`config.mk`:
```
export PLATFORM = sky130hd
export DESIGN_NAME = cpu_datapath
export DESIGN_NICKNAME = d
export VERILOG_FILES = /design/src/rtl/datapath_pkg.sv /design/src/rtl/cpu_alu.sv /design/src/rtl/cpu_datapath.sv
export SDC_FILE = /design/constraint.sdc
export NUM_CORES = 1
export LEC_CHECK = 0
export ABC_AREA = 0
export CORE_MARGIN = 2
export CORE_UTILIZATION = 30
export DETAILED_ROUTE_END_ITERATION = 6
export PLACE_DENSITY_LB_ADDON = 0.08
export SYNTH_ARGS = -nofsm -noshare
export SYNTH_HDL_FRONTEND = slang
export SYNTH_SLANG_ARGS = --single-unit
```
`constraint.sdc`:
```
create_clock -name clock -period 7 [get_ports clock]
set_input_delay 2.1 -clock clock [delete_from_list [all_inputs] [get_ports clock]]
set_output_delay 2.1 -clock clock [all_outputs]
set_load 0.02 [all_outputs]
```
`src/rtl/datapath_pkg.sv`:
```
// Shared constants and select encodings for the single-bus CPU datapath.
package datapath_pkg;

  localparam int unsigned WIDTH = 32;

  typedef enum logic [3:0] {
    BusNone, BusPc, BusZlo, BusZhi, BusMdr, BusR1, BusR2, BusR3, BusHi
  } bus_sel_e;

  typedef enum logic [2:0] {
    OpNone, OpIncPc, OpAnd, OpOr, OpAdd, OpSub, OpSrl, OpShl
  } alu_op_e;

endpackage

```
`src/rtl/cpu_alu.sv`:
```
// Combinational ALU: A comes from Y, B from the bus; upper half of the result is always zero.
// Shifts are only built when DATAPATH_SHIFT_EN is defined.
module cpu_alu #(
  parameter int unsigned WIDTH = datapath_pkg::WIDTH
) (
  input  logic [WIDTH-1:0]     a,
  input  logic [WIDTH-1:0]     b,
  input  datapath_pkg::alu_op_e op,
  output logic [2*WIDTH-1:0]   result
);
  import datapath_pkg::*;

  logic [WIDTH-1:0] lo;

  always_comb begin
    lo = b;
    case (op)
      OpIncPc: lo = b + WIDTH'(1);
      OpAnd:   lo = a & b;
      OpOr:    lo = a | b;
      OpAdd:   lo = a + b;
      OpSub:   lo = a - b;
`ifdef DATAPATH_SHIFT_EN
      OpSrl:   lo = a >> b[4:0];
      OpShl:   lo = a << b[4:0];
`endif
      // OpNone passes the bus through so a bare Zin latches {0, bus}
      default: lo = b;
    endcase
  end

  assign result = {{WIDTH{1'b0}}, lo};

endmodule

```
`src/rtl/cpu_datapath.sv`:
```
// Single-bus CPU datapath: register file, priority bus mux, MDR input mux and 64-bit Z.
// Optional SRL/SHL support is enabled with DATAPATH_SHIFT_EN.
module cpu_datapath #(
  parameter int unsigned WIDTH = datapath_pkg::WIDTH
) (
  input  logic             clock,
  input  logic             clear,
  input  logic [WIDTH-1:0] Mdatain,
  input  logic             PCout,
  input  logic             Zlowout,
  input  logic             ZHighout,
  input  logic             MDRout,
  input  logic             R1out,
  input  logic             R2out,
  input  logic             R3out,
  input  logic             HIout,
  input  logic             PCin,
  input  logic             IRin,
  input  logic             MARin,
  input  logic             MDRin,
  input  logic             Yin,
  input  logic             Zin,
  input  logic             HIin,
  input  logic             R1in,
  input  logic             R2in,
  input  logic             R3in,
  input  logic             Read,
  input  logic             AND,
  input  logic             OR,
  input  logic             ADD,
  input  logic             SUB,
  input  logic             IncPc,
  input  logic             SRL,
  input  logic             SHL,
  output logic [WIDTH-1:0] BusMuxOut,
  output logic [WIDTH-1:0] MARaddr,
  output logic [WIDTH-1:0] IRout
);
  import datapath_pkg::*;

  logic [WIDTH-1:0]   pc_q, ir_q, mar_q, mdr_q, y_q, hi_q, r1_q, r2_q, r3_q;
  logic [2*WIDTH-1:0] z_q, z_d;
  logic [WIDTH-1:0]   bus;
  bus_sel_e           bus_sel;
  alu_op_e            alu_op;
  logic               z_load;

  always_comb begin
    bus_sel = BusNone;
    if      (PCout)    bus_sel = BusPc;
    else if (Zlowout)  bus_sel = BusZlo;
    else if (ZHighout) bus_sel = BusZhi;
    else if (MDRout)   bus_sel = BusMdr;
    else if (R1out)    bus_sel = BusR1;
    else if (R2out)    bus_sel = BusR2;
    else if (R3out)    bus_sel = BusR3;
    else if (HIout)    bus_sel = BusHi;
  end

  always_comb begin
    bus = '0;
    case (bus_sel)
      BusPc:   bus = pc_q;
      BusZlo:  bus = z_q[WIDTH-1:0];
      BusZhi:  bus = z_q[2*WIDTH-1:WIDTH];
      BusMdr:  bus = mdr_q;
      BusR1:   bus = r1_q;
      BusR2:   bus = r2_q;
      BusR3:   bus = r3_q;
      BusHi:   bus = hi_q;
      default: bus = '0;
    endcase
  end

  always_comb begin
    alu_op = OpNone;
    if      (IncPc) alu_op = OpIncPc;
    else if (AND)   alu_op = OpAnd;
    else if (OR)    alu_op = OpOr;
    else if (ADD)   alu_op = OpAdd;
    else if (SUB)   alu_op = OpSub;
`ifdef DATAPATH_SHIFT_EN
    else if (SRL)   alu_op = OpSrl;
    else if (SHL)   alu_op = OpShl;
`endif
  end

`ifndef DATAPATH_SHIFT_EN
  logic unused_shift;
  assign unused_shift = SRL | SHL;
`endif

  cpu_alu #(
    .WIDTH (WIDTH)
  ) u_alu (
    .a      (y_q),
    .b      (bus),
    .op     (alu_op),
    .result (z_d)
  );

  // Any ALU op writes Z even without Zin
  assign z_load = Zin | (alu_op != OpNone);

  always_ff @(posedge clock) begin
    if (!clear) begin
      pc_q  <= '0;
      ir_q  <= '0;
      mar_q <= '0;
      mdr_q <= '0;
      y_q   <= '0;
      z_q   <= '0;
      hi_q  <= '0;
      r1_q  <= '0;
      r2_q  <= '0;
      r3_q  <= '0;
    end else begin
      if (PCin)   pc_q  <= bus;
      if (IRin)   ir_q  <= bus;
      if (MARin)  mar_q <= bus;
      if (MDRin)  mdr_q <= Read ? Mdatain : bus;
      if (Yin)    y_q   <= bus;
      if (z_load) z_q   <= z_d;
      if (HIin)   hi_q  <= bus;
      if (R1in)   r1_q  <= bus;
      if (R2in)   r2_q  <= bus;
      if (R3in)   r3_q  <= bus;
    end
  end

  assign BusMuxOut = bus;
  assign MARaddr   = mar_q;
  assign IRout     = ir_q;

endmodule

```
==> results of run 1 <==
sequential cells by signal, summed over array words and instances, names as in the netlist:
name	count
r1_q	32
z_q	32
mdr_q	32
pc_q	32
r3_q	32
hi_q	32
IRout	32
r2_q	32
MARaddr	32
y_q	32
where the power goes:
group | leakage [µW] | internal [µW] | switching [µW]
logic | 0.00657 | 618 | 762
clock network | 0.000588 | 1130 | 824
registers | 0.00264 | 1940 | 77.9
per-stage QoR:
step                setup slack (ps)  instance area [µm²]  instances  total power, µW  util, %
finish                         231.9                22220       3068             5355    39.56
detailed placement            -889.6                20430       2986             3389    36.38
global route                   8.361                22220       3068             5635    39.56
CTS                           -18.38                21910       3057             5392    39.01
floorplan                      90.49                16970       2041             2800        -
global placement              -969.4                20430       2986             3379    36.38
final timing paths:
check        cells after the start  slack, ps                       end
max                             10        230             BusMuxOut[16]
max reg2reg                     24       2210      z_q[28]$_SDFFE_PN0P_
min                              1        470  MARaddr[18]$_SDFFE_PN0P_
min reg2reg                      1        470  MARaddr[18]$_SDFFE_PN0P_
cell families (layout without fill, tap and decap cells):
logic type | count (synthesis) | after routing | synth area share [%]
compound gates | 660 | 660 | 29.95
simple gates | 632 | 632 | 16.61
flops | 320 | 320 | 37.76
buf+inv | 278 | 549 | 6.718
xor+xnor | 71 | 71 | 3.665
fa+ha+maj | 46 | 46 | 3.289
mux | 34 | 34 | 2.006
critical path: stages:
cell and delay (ps):
clkdlybuf4s50_1 460, nor2_1 70, and4b_2 280, buf_6 150
buf_8 180, a221o_1 380, a221oi_2 230, buf_4 310
inv_1 130, dlygate4sd2_1 340
layer usage:
metal  GRT usage [%]  part of all wire [%]
met5               0                     0
met2           39.18                    51
met1           26.69                    42
met4           7.407                   3.0
met3           2.708                   3.9
cell usage in the layout, fill, tap and decap left out, types with 36 or more instances in the layout:
cell type	instances
o21ai_0	104
buf_4	234
clkbuf_16	40
inv_1	72
o211a_1	101
a21oi_1	71
a211oi_1	158
o221ai_1	36
nor2_1	217
nand2_1	259
clkdlybuf4s50_1	109
xnor2_1	64
dfxtp_1	320
timing repair:
item,4_1_cts,5_1_grt
endpoints found under the setup margin,42,32
pin swaps,2,28
hold buffers,0,0
resized for setup,60,46
gates cloned,2,0
setup buffers,4,11
layout make-up:
type | instances | area [µm²]
clock buffer | 57 | 1145
fill | 5838 | 33950
clock inverter | 8 | 60.06
sequential | 320 | 6406
inverter | 80 | 309.0
timing repair buffer | 404 | 3492
tap | 756 | 945.9
multi-input combinational | 1443 | 9864
==> metrics.md, run 1 <==
| Metric | Value |
|---|---|
| Core area | 56170 µm² |
| Final Cycle Share | 96.69% |
| Synth top cells by count | 320 x dfxtp_1, 260 x nand2_1, 218 x nor2_1 |
| Critical Path Source Type | input pin |
| Clk slew on worst S/H paths | 50 ps |
| Power Density | 241.0 nW/µm² |
| Htree depth | 2 |
| RSZ-0062 raised after global routing | no |
| Hold Crit Class | register to register |
| DRC | 0 |
| Placer Congestion | 0.8385 |
| Setup Skew | 16.61 ps |
| CTS sink cnt | 320 |
| Yosys top cell area share | 37.76% |
| Syn Inst Count | 2041 |
| Reg2reg start | z_q[1]$_SDFFE_PN0P_ |
| Fraction of layout cells with a size suffix above 1 | 17.52% |
| Total wire length | 65150 µm |
| Critical Path Source | R2out |
| Sequential fraction of the synthesis area | 37.76% |
| GRT Overall Usage | 21.78% |
| Worst path required time | 4900 ps |
| Final Max Slew Viols | 0 |
| CTS Buf Count | 39 |
| Vias per Instance | 5.294 |
| Status | complete, no violations |
| Initial antenna violation count | 0 |
| Top-Level Pins | 156 |
| Final ANT Viol Nets | 0 |
| Max rail drop VDD | 0.1771 mV |
| Top cells by area, synth | dfxtp_1 38%, a211oi_1 7.0%, o211a_1 6.0% |
| Avg WL per Cell | 21.24 µm |
| Post-synth top area cell | dfxtp_1 |
| Worst skew pair latency | 560 ps |
| FMAX | 147.8 MHz |
| Critical path endpoint category | output pin |
| Overflow after GRT | 0 |
| Critical path type | input pin to output pin |
| Max_slew headroom | 23.23% |
| Lkg Pwr | 0.009792 µW |
| Ys Warns | 0 |
| Worst Path Max Fanout | 25 |
| Yosys cell types | 72 |
| Dpl hpwl | 44830 µm |
| Port bufs | 153 |
| Asr flop ratio synth | 0% |
| Setup TNS | 0 ps |
| Final antenna diode count | 0 |
| Largest net degree at the start of global routing | 91 |
| Row count | 87 |
| Die Wd | 241.8 µm |
| Full die area | 58480 µm² |
| Number of global-route vias before repair | 15820 |
| Yosys reg bits | 320 |
| DIE HEIGHT | 241.8 µm |
| Crit path DAT | 4670 ps |
| Most frequent cell after synthesis | dfxtp_1 |
| Post-Syn Area per Cell | 8.313 µm² |
| Tightest Pin Transition | 1151 ps |
| Final setup vio count | 0 |
| Clk root buf | clkbuf_16 |
| Hold Startpoint | MARaddr[18]$_SDFFE_PN0P_ |
| Cell Area, Synth | 16970 µm² |
| CTS tree | yes |
| Initial core utilization | 30.21% |
| Max-cap viol count | 0 |
| First-pass GRT wire length | 99030 µm |
| EDFF count, synth | 0 |
| Hold Violations, Final | 0 |
| Fin nets | 2384 |
| Clock Tree Buf Depth | 3 |
| Fin crit period | 6768 ps |
| Top_reg_cell synth | dfxtp_1 |
| Synthesized net count | 2137 |
| DR vias | 16240 |
| Layout area overhead | 30.97% |
| Iteration-0 DRC Markers | 1194 |
| Min Hold Slack | 474.8 ps |
| Drt first pass iters | 5 |
Note: power is estimated with default switching activity, not from simulation.
==> run 2, diff against run 1 <==
--- a/config.mk
+++ b/config.mk
@@ -6,7 +6,7 @@
 export NUM_CORES = 1
 export LEC_CHECK = 0
 export ABC_AREA = 0
-export CORE_MARGIN = 2
+export CORE_MARGIN = 4
 export CORE_UTILIZATION = 30
 export DETAILED_ROUTE_END_ITERATION = 6
 export PLACE_DENSITY_LB_ADDON = 0.08
==> metrics.md, run 2 (synthesis gave the netlist of run 1 again) <==
| Metric | Value |
|---|---|
| Placed cell count | 2977 (-0.30%) |
| Clock Tree Buf Depth | 3 (unchanged) |
| Clk root buf | clkbuf_16 |
| Full die area | 60430 µm² (+3.3%) |
| DIE HEIGHT | 245.8 µm (+1.7%) |
| Clock share of power | 37.1% (+0.6 points) |
| DRC | 0 (unchanged) |
| Die Wd | 245.8 µm (+1.7%) |
| Largest stage delay, worst path | 620 ps (+160 ps) |
| Hold Crit Class | register to register |
| Port bufs | 153 (unchanged) |
| Fin nets | 2386 (+0.084%) |
| Dpl hpwl | 45680 µm (+1.9%) |
| Fin crit period | 6906 ps (+138.1 ps) |
| Overflow after GRT | 0 (unchanged) |
| Total wire length | 65390 µm (+0.37%) |
| Avg WL per Cell | 21.37 µm (+0.63%) |
| Seq pwr share | 37.6% (about the same) |
| Crit path DAT | 4810 ps (+140 ps) |
| Clk slew on worst S/H paths | 60 ps (about the same) |
| Final setup vio count | 0 (unchanged) |
| CTS tree | yes |
| Worst Path Max Fanout | 24 (-4.0%) |
| Critical Path Source Type | input pin |
| Lkg Pwr | 0.009863 µW (+0.73%) |
| Commonest non-fill, non-tap cell in the layout | dfxtp_1 |
| Iteration-0 DRC Markers | 938 (-21%) |
| Placement Cell Area | 20430 µm² (about the same) |
| Power Density | 243.0 nW/µm² (+0.83%) |
| Critical path endpoint category | output pin |
| Largest net degree at the start of global routing | 132 (+45%) |
| P_sw | 1635 µW (-1.8%) |
| DR vias | 16310 (+0.41%) |
| Htree depth | 2 (unchanged) |
| Comb pwr share | 25.3% (-0.5 points) |
| Final antenna diode count | 0 (unchanged) |
| Internal Power | 3751 µW (+1.6%) |
| Worst path slowest cell | clkdlybuf4s50_1 |
| CTS Buf Count | 38 (-2.6%) |
| Worst skew pair latency | 540 ps (-20 ps) |
| Row count | 86 (-1.1%) |
| Core area | 55520 µm² (-1.1%) |
| Layout area overhead | 30.63% |
| Max rail drop VDD | 0.1408 mV (-20%) |
| Post-CTS Hold Buffers | 0 (unchanged) |
| Final std cells w/o fill | 3060 (-0.26%) |
| Crit-path leading delay family | buffers and inverters |
| Crit-path most repeated cell | clkdlybuf4s50_1 |
| RSZ-0062 raised after global routing | yes |
| Final ANT Viol Nets | 0 (unchanged) |
| Final Max Slew Viols | 0 (unchanged) |
| Status | complete, no violations |
| Design Power | 5386 µW (+0.57%) |
| FMAX | 144.8 MHz (-2.0%) |
| Final Cycle Share | 98.66% (+2.0 points) |
| Tightest Pin Transition | 1162 ps (+10.98 ps) |
| Cell Chain, Critical Path | clkdlybuf4s50_1 > buf_6 > or4b_4 > buf_12 > o221ai_1 > a221o_1 > a221oi_4 > inv_2 > buf_4 > clkdlybuf4s50_1 |
| Most frequent cells in the layout | 320 x dfxtp_1, 260 x nand2_1, 238 x buf_4, 217 x nor2_1, 158 x a211oi_1 |
| Vias per Instance | 5.330 (+0.68%) |
| Number of global-route vias before repair | 16170 (+2.2%) |
| Top-Level Pins | 156 (unchanged) |
| Min Hold Slack | 476.2 ps (+1.462 ps) |
| Bufs and invs on worst path | 6 (unchanged) |
| Switch share | 30.35% (-0.72 points) |
| Layout Utilization | 39.92% (+0.36 points) |
| CTS sink cnt | 320 (unchanged) |
| Max_slew headroom | 22.50% (-0.73 points) |
| Design Area, Final | 22170 µm² (-0.26%) |
| Drt first pass iters | 5 (unchanged) |
| Setup Skew | 16.95 ps (+0.3308 ps) |
| GRT Overall Usage | 20.78% (-1.0 points) |
| Initial core utilization | 30.56% (+0.35 points) |
| First-pass GRT wire length | 97920 µm (-1.1%) |
| Critical path type | input pin to output pin |
| Hold Violations, Final | 0 (unchanged) |
| Fraction of layout cells with a size suffix above 1 | 17.30% (-0.22 points) |
| Placer Congestion | 0.8836 (+5.4%) |
| Initial antenna violation count | 1 (+1) |
| Worst path required time | 4900 ps (about the same) |
| Max-cap viol count | 0 (unchanged) |
-- run 2: changes by cell type in the layout (fill, tap and decap cells not counted), moves of 4 or more --
cell | before | now
buf_12 | 1 | 6
dlygate4sd2_1 | 24 | 19
buf_4 | 234 | 238
clkdlybuf4s50_1 | 109 | 116
a221oi_4 | 14 | 9
a221oi_2 | 19 | 23
-- run 2: power by group through the flow --
stage / sequential (µW) / clock (µW) / combinational, µW
after floorplan: 2060 / 0 / 737
after global placement: 2060 / 0 / 1310
after detailed placement: 2060 / 0 / 1320
after CTS: 2020 / 2070 / 1350
after global routing: 2030 / 2130 / 1490
final: 2020 / 2000 / 1360
-- run 2: cell type report --
cell class                      count  area (µm²)
Fill cell                        5779       33360
Multi-Input combinational cell   1443        9757
Sequential cell                   320        6406
Timing Repair Buffer              407        3527
Clock buffer                       56        1150
Tap cell                          748       935.9
Inverter                           80       305.3
Clock inverter                      6       83.83
-- run 2: worst paths after layout --
path | to | cells after the start | startpoint | slack (ps)
setup / recovery | BusMuxOut[9] | 10 | Zlowout | 90
hold / removal | MARaddr[20]$_SDFFE_PN0P_ | 1 | MARaddr[20]$_SDFFE_PN0P_ | 480
setup reg to reg | z_q[28]$_SDFFE_PN0P_ | 21 | z_q[0]$_SDFFE_PN0P_ | 2230
hold reg to reg | MARaddr[20]$_SDFFE_PN0P_ | 1 | MARaddr[20]$_SDFFE_PN0P_ | 480
-- run 2: repair_timing --
action	in CTS	in global routing
pin swaps	9	21
setup endpoints to repair	41	27
gates cloned	2	0
buffers inserted	9	11
resized for setup	53	32
-- run 2: layer usage --
layer,vias up,wire length (µm),GRT usage [%]
met5,-,0,0
met4,0,2252,7.392
met3,122,2432,2.737
met2,341,32940,37.69
met1,7924,27770,25.15
li1,7923,-,-
-- run 2: through the flow --
stage / setup TNS [ps] / worst slack (ps)
finish: 0 / 93.83
global route: -134.3 / -42.66
CTS: 0 / 2.232
detailed placement: -20330 / -1029
global placement: -19510 / -974.6
floorplan: 0 / 90.49
==> run 3, diff against run 2 <==
--- a/config.mk
+++ b/config.mk
@@ -8,6 +8,8 @@
 export ABC_AREA = 0
 export CORE_MARGIN = 4
 export CORE_UTILIZATION = 30
+export CTS_BUF_LIST = sky130_fd_sc_hd__clkbuf_4 sky130_fd_sc_hd__clkbuf_8 sky130_fd_sc_hd__clkbuf_16
+export CTS_CLUSTER_DIAMETER = 120
 export DETAILED_ROUTE_END_ITERATION = 6
 export PLACE_DENSITY_LB_ADDON = 0.08
 export SYNTH_ARGS = -nofsm -noshare
==> metrics.md, run 3 (synthesis gave the netlist of run 1 again) <==
| Metric | Value |
|---|---|
| Status | complete, no violations |
| Drt first pass iters | 5 (unchanged) |
| Critical path endpoint category | output pin |
| Final WS setup | 139.1 ps (+45.25 ps) |
| Comb pwr share | 25.1% (-0.2 points) |
| Clock Tree Buf Depth | 3 (unchanged) |
| Critical Path Source Type | input pin |
| Fin crit period | 6861 ps (-45.25 ps) |
| FMAX | 145.8 MHz (+0.66%) |
| Core area | 55520 µm² (unchanged) |
| Final std cells w/o fill | 3058 (-0.065%) |
| P_sw | 1631 µW (-0.22%) |
| CTS sink cnt | 320 (unchanged) |
| Vias per Instance | 5.337 (+0.14%) |
| Number of cells on the worst reg-to-reg path | 21 (unchanged) |
| Number of global-route vias before repair | 16140 (-0.15%) |
| RSZ-0062 raised after global routing | no |
| CTS Buf Count | 38 (unchanged) |
| Largest net degree at the start of global routing | 132 (unchanged) |
| Layout area overhead | 30.31% |
| Clk root buf | clkbuf_16 |
| Row count | 86 (unchanged) |
| Clk slew on worst S/H paths | 50 ps (about the same) |
| Initial antenna violation count | 1 (unchanged) |
| Full die area | 60430 µm² (unchanged) |
| Met3 wire length | 2419 µm (-0.53%) |
| CTS tree | yes |
| Most frequent cells in the layout | 320 x dfxtp_1, 260 x nand2_1, 236 x buf_4, 217 x nor2_1, 158 x a211oi_1 |
| Placed cell count | 2977 (unchanged) |
| Crit path DAT | 4760 ps (-50 ps) |
| Hold Violations, Final | 0 (unchanged) |
| Avg WL per Cell | 21.33 µm (-0.21%) |
| Max rail drop VDD | 0.1411 mV (+0.18%) |
| First-pass GRT wire length | 97830 µm (about the same) |
| Final antenna diode count | 0 (unchanged) |
| Final ANT Viol Nets | 0 (unchanged) |
| Clock share of power | 37.5% (+0.4 points) |
| Dpl hpwl | 45680 µm (unchanged) |
| Fin nets | 2384 (-0.084%) |
| Max-cap viol count | 0 (unchanged) |
| Internal Power | 3771 µW (+0.51%) |
| Worst path required time | 4900 ps (about the same) |
| Setup Skew | 17.93 ps (+0.9855 ps) |
| Total wire length | 65210 µm (-0.27%) |
| Placer Congestion | 0.8836 (unchanged) |
| Worst Path Max Fanout | 12 (-50%) |
| Final Max Slew Viols | 0 (unchanged) |
| Initial core utilization | 30.56% (unchanged) |
| Iteration-0 DRC Markers | 867 (-7.6%) |
| Top-Level Pins | 156 (unchanged) |
| Place WS | -1029 ps (unchanged) |
| DRC | 0 (unchanged) |
| Worst skew pair latency | 540 ps (about the same) |
| Power Density | 244.3 nW/µm² (+0.54%) |
| Highest routed layer | met4 |
| Hold Crit Class | register to register |
| Seq pwr share | 37.4% (-0.2 points) |
| Tightest Pin Transition | 1165 ps (+2.293 ps) |
| Final Cycle Share | 98.01% (-0.65 points) |
| Lkg Pwr | 0.009807 µW (-0.57%) |
| Switch share | 30.19% (-0.16 points) |
| Setup TNS | 0 ps (unchanged) |
| DR vias | 16320 (+0.074%) |
| Critical path type | input pin to output pin |
| Final setup vio count | 0 (unchanged) |
| WL met2 | 33020 µm (+0.25%) |
| Port bufs | 153 (unchanged) |
| Commonest non-fill, non-tap cell in the layout | dfxtp_1 |
| DIE HEIGHT | 245.8 µm (unchanged) |
| Die Wd | 245.8 µm (unchanged) |
| Overflow after GRT | 0 (unchanged) |
| Fraction of layout cells with a size suffix above 1 | 17.27% (-0.028 points) |
| GRT Overall Usage | 20.76% (-0.023 points) |
| DRT met1 WL | 27630 µm (-0.51%) |
| Max_slew headroom | 22.35% (-0.15 points) |
| Htree depth | 2 (unchanged) |
| Worst Hold Depth | 1 (unchanged) |
run 3: area by class of cell:
cell class                      count  area, µm²
Fill cell                        5783      33410
Sequential cell                   320       6406
Tap cell                          748      935.9
Inverter                           80      305.3
Timing Repair Buffer              405       3501
Clock inverter                      6      83.83
Clock buffer                       56       1172
Multi-Input combinational cell   1443       9706
run 3: layer usage:
layer | vias to the layer above | global-route usage, %
met5 | - | 0
met4 | 0 | 7.392
met3 | 119 | 2.737
met2 | 344 | 37.59
met1 | 7941 | 25.17
li1 | 7918 | -
run 3: worst paths after layout:
check	endpoint	slack (ps)	startpoint
setup reg to reg	z_q[28]$_SDFFE_PN0P_	2190	z_q[0]$_SDFFE_PN0P_
hold reg to reg	MARaddr[20]$_SDFFE_PN0P_	480	MARaddr[20]$_SDFFE_PN0P_
hold / removal	MARaddr[20]$_SDFFE_PN0P_	480	MARaddr[20]$_SDFFE_PN0P_
setup / recovery	BusMuxOut[30]	140	MDRout
run 3: critical path, cell delays in order:
cell,delay (ps)
dlygate4sd2_1,300
nor4_2,370
or3b_4,470
nor2_4,220
buf_4,180
bufbuf_16,310
a221oi_2,100
inv_1,80
clkdlybuf4s50_1,610
run 3: per-stage QoR:
stage	instance area (µm²)	power [µW]	util [%]	hold slack (ps)
floorplan	16970	2800	-	453.8
global placement	20430	3367	36.79	460.0
detailed placement	20430	3380	36.79	466.3
CTS	21970	5461	39.58	480.2
global route	22110	5668	39.82	495.4
finish	22110	5401	39.82	475.9
run 3: power groups by stage:
stage	registers [µW]	logic (µW)	clock network, µW
6_report	2020	1350	2020
3_3_place_gp	2060	1310	0
2_1_floorplan	2060	737	0
3_5_place_dp	2060	1320	0
4_1_cts	2020	1340	2100
5_1_grt	2030	1480	2160
run 3: timing repair:
item | CTS | global route
setup endpoints to repair | 41 | 27
hold buffers | 0 | 0
resized for setup | 53 | 20
buffers inserted | 8 | 10
pin swaps | 10 | 19
gates cloned | 2 | 0
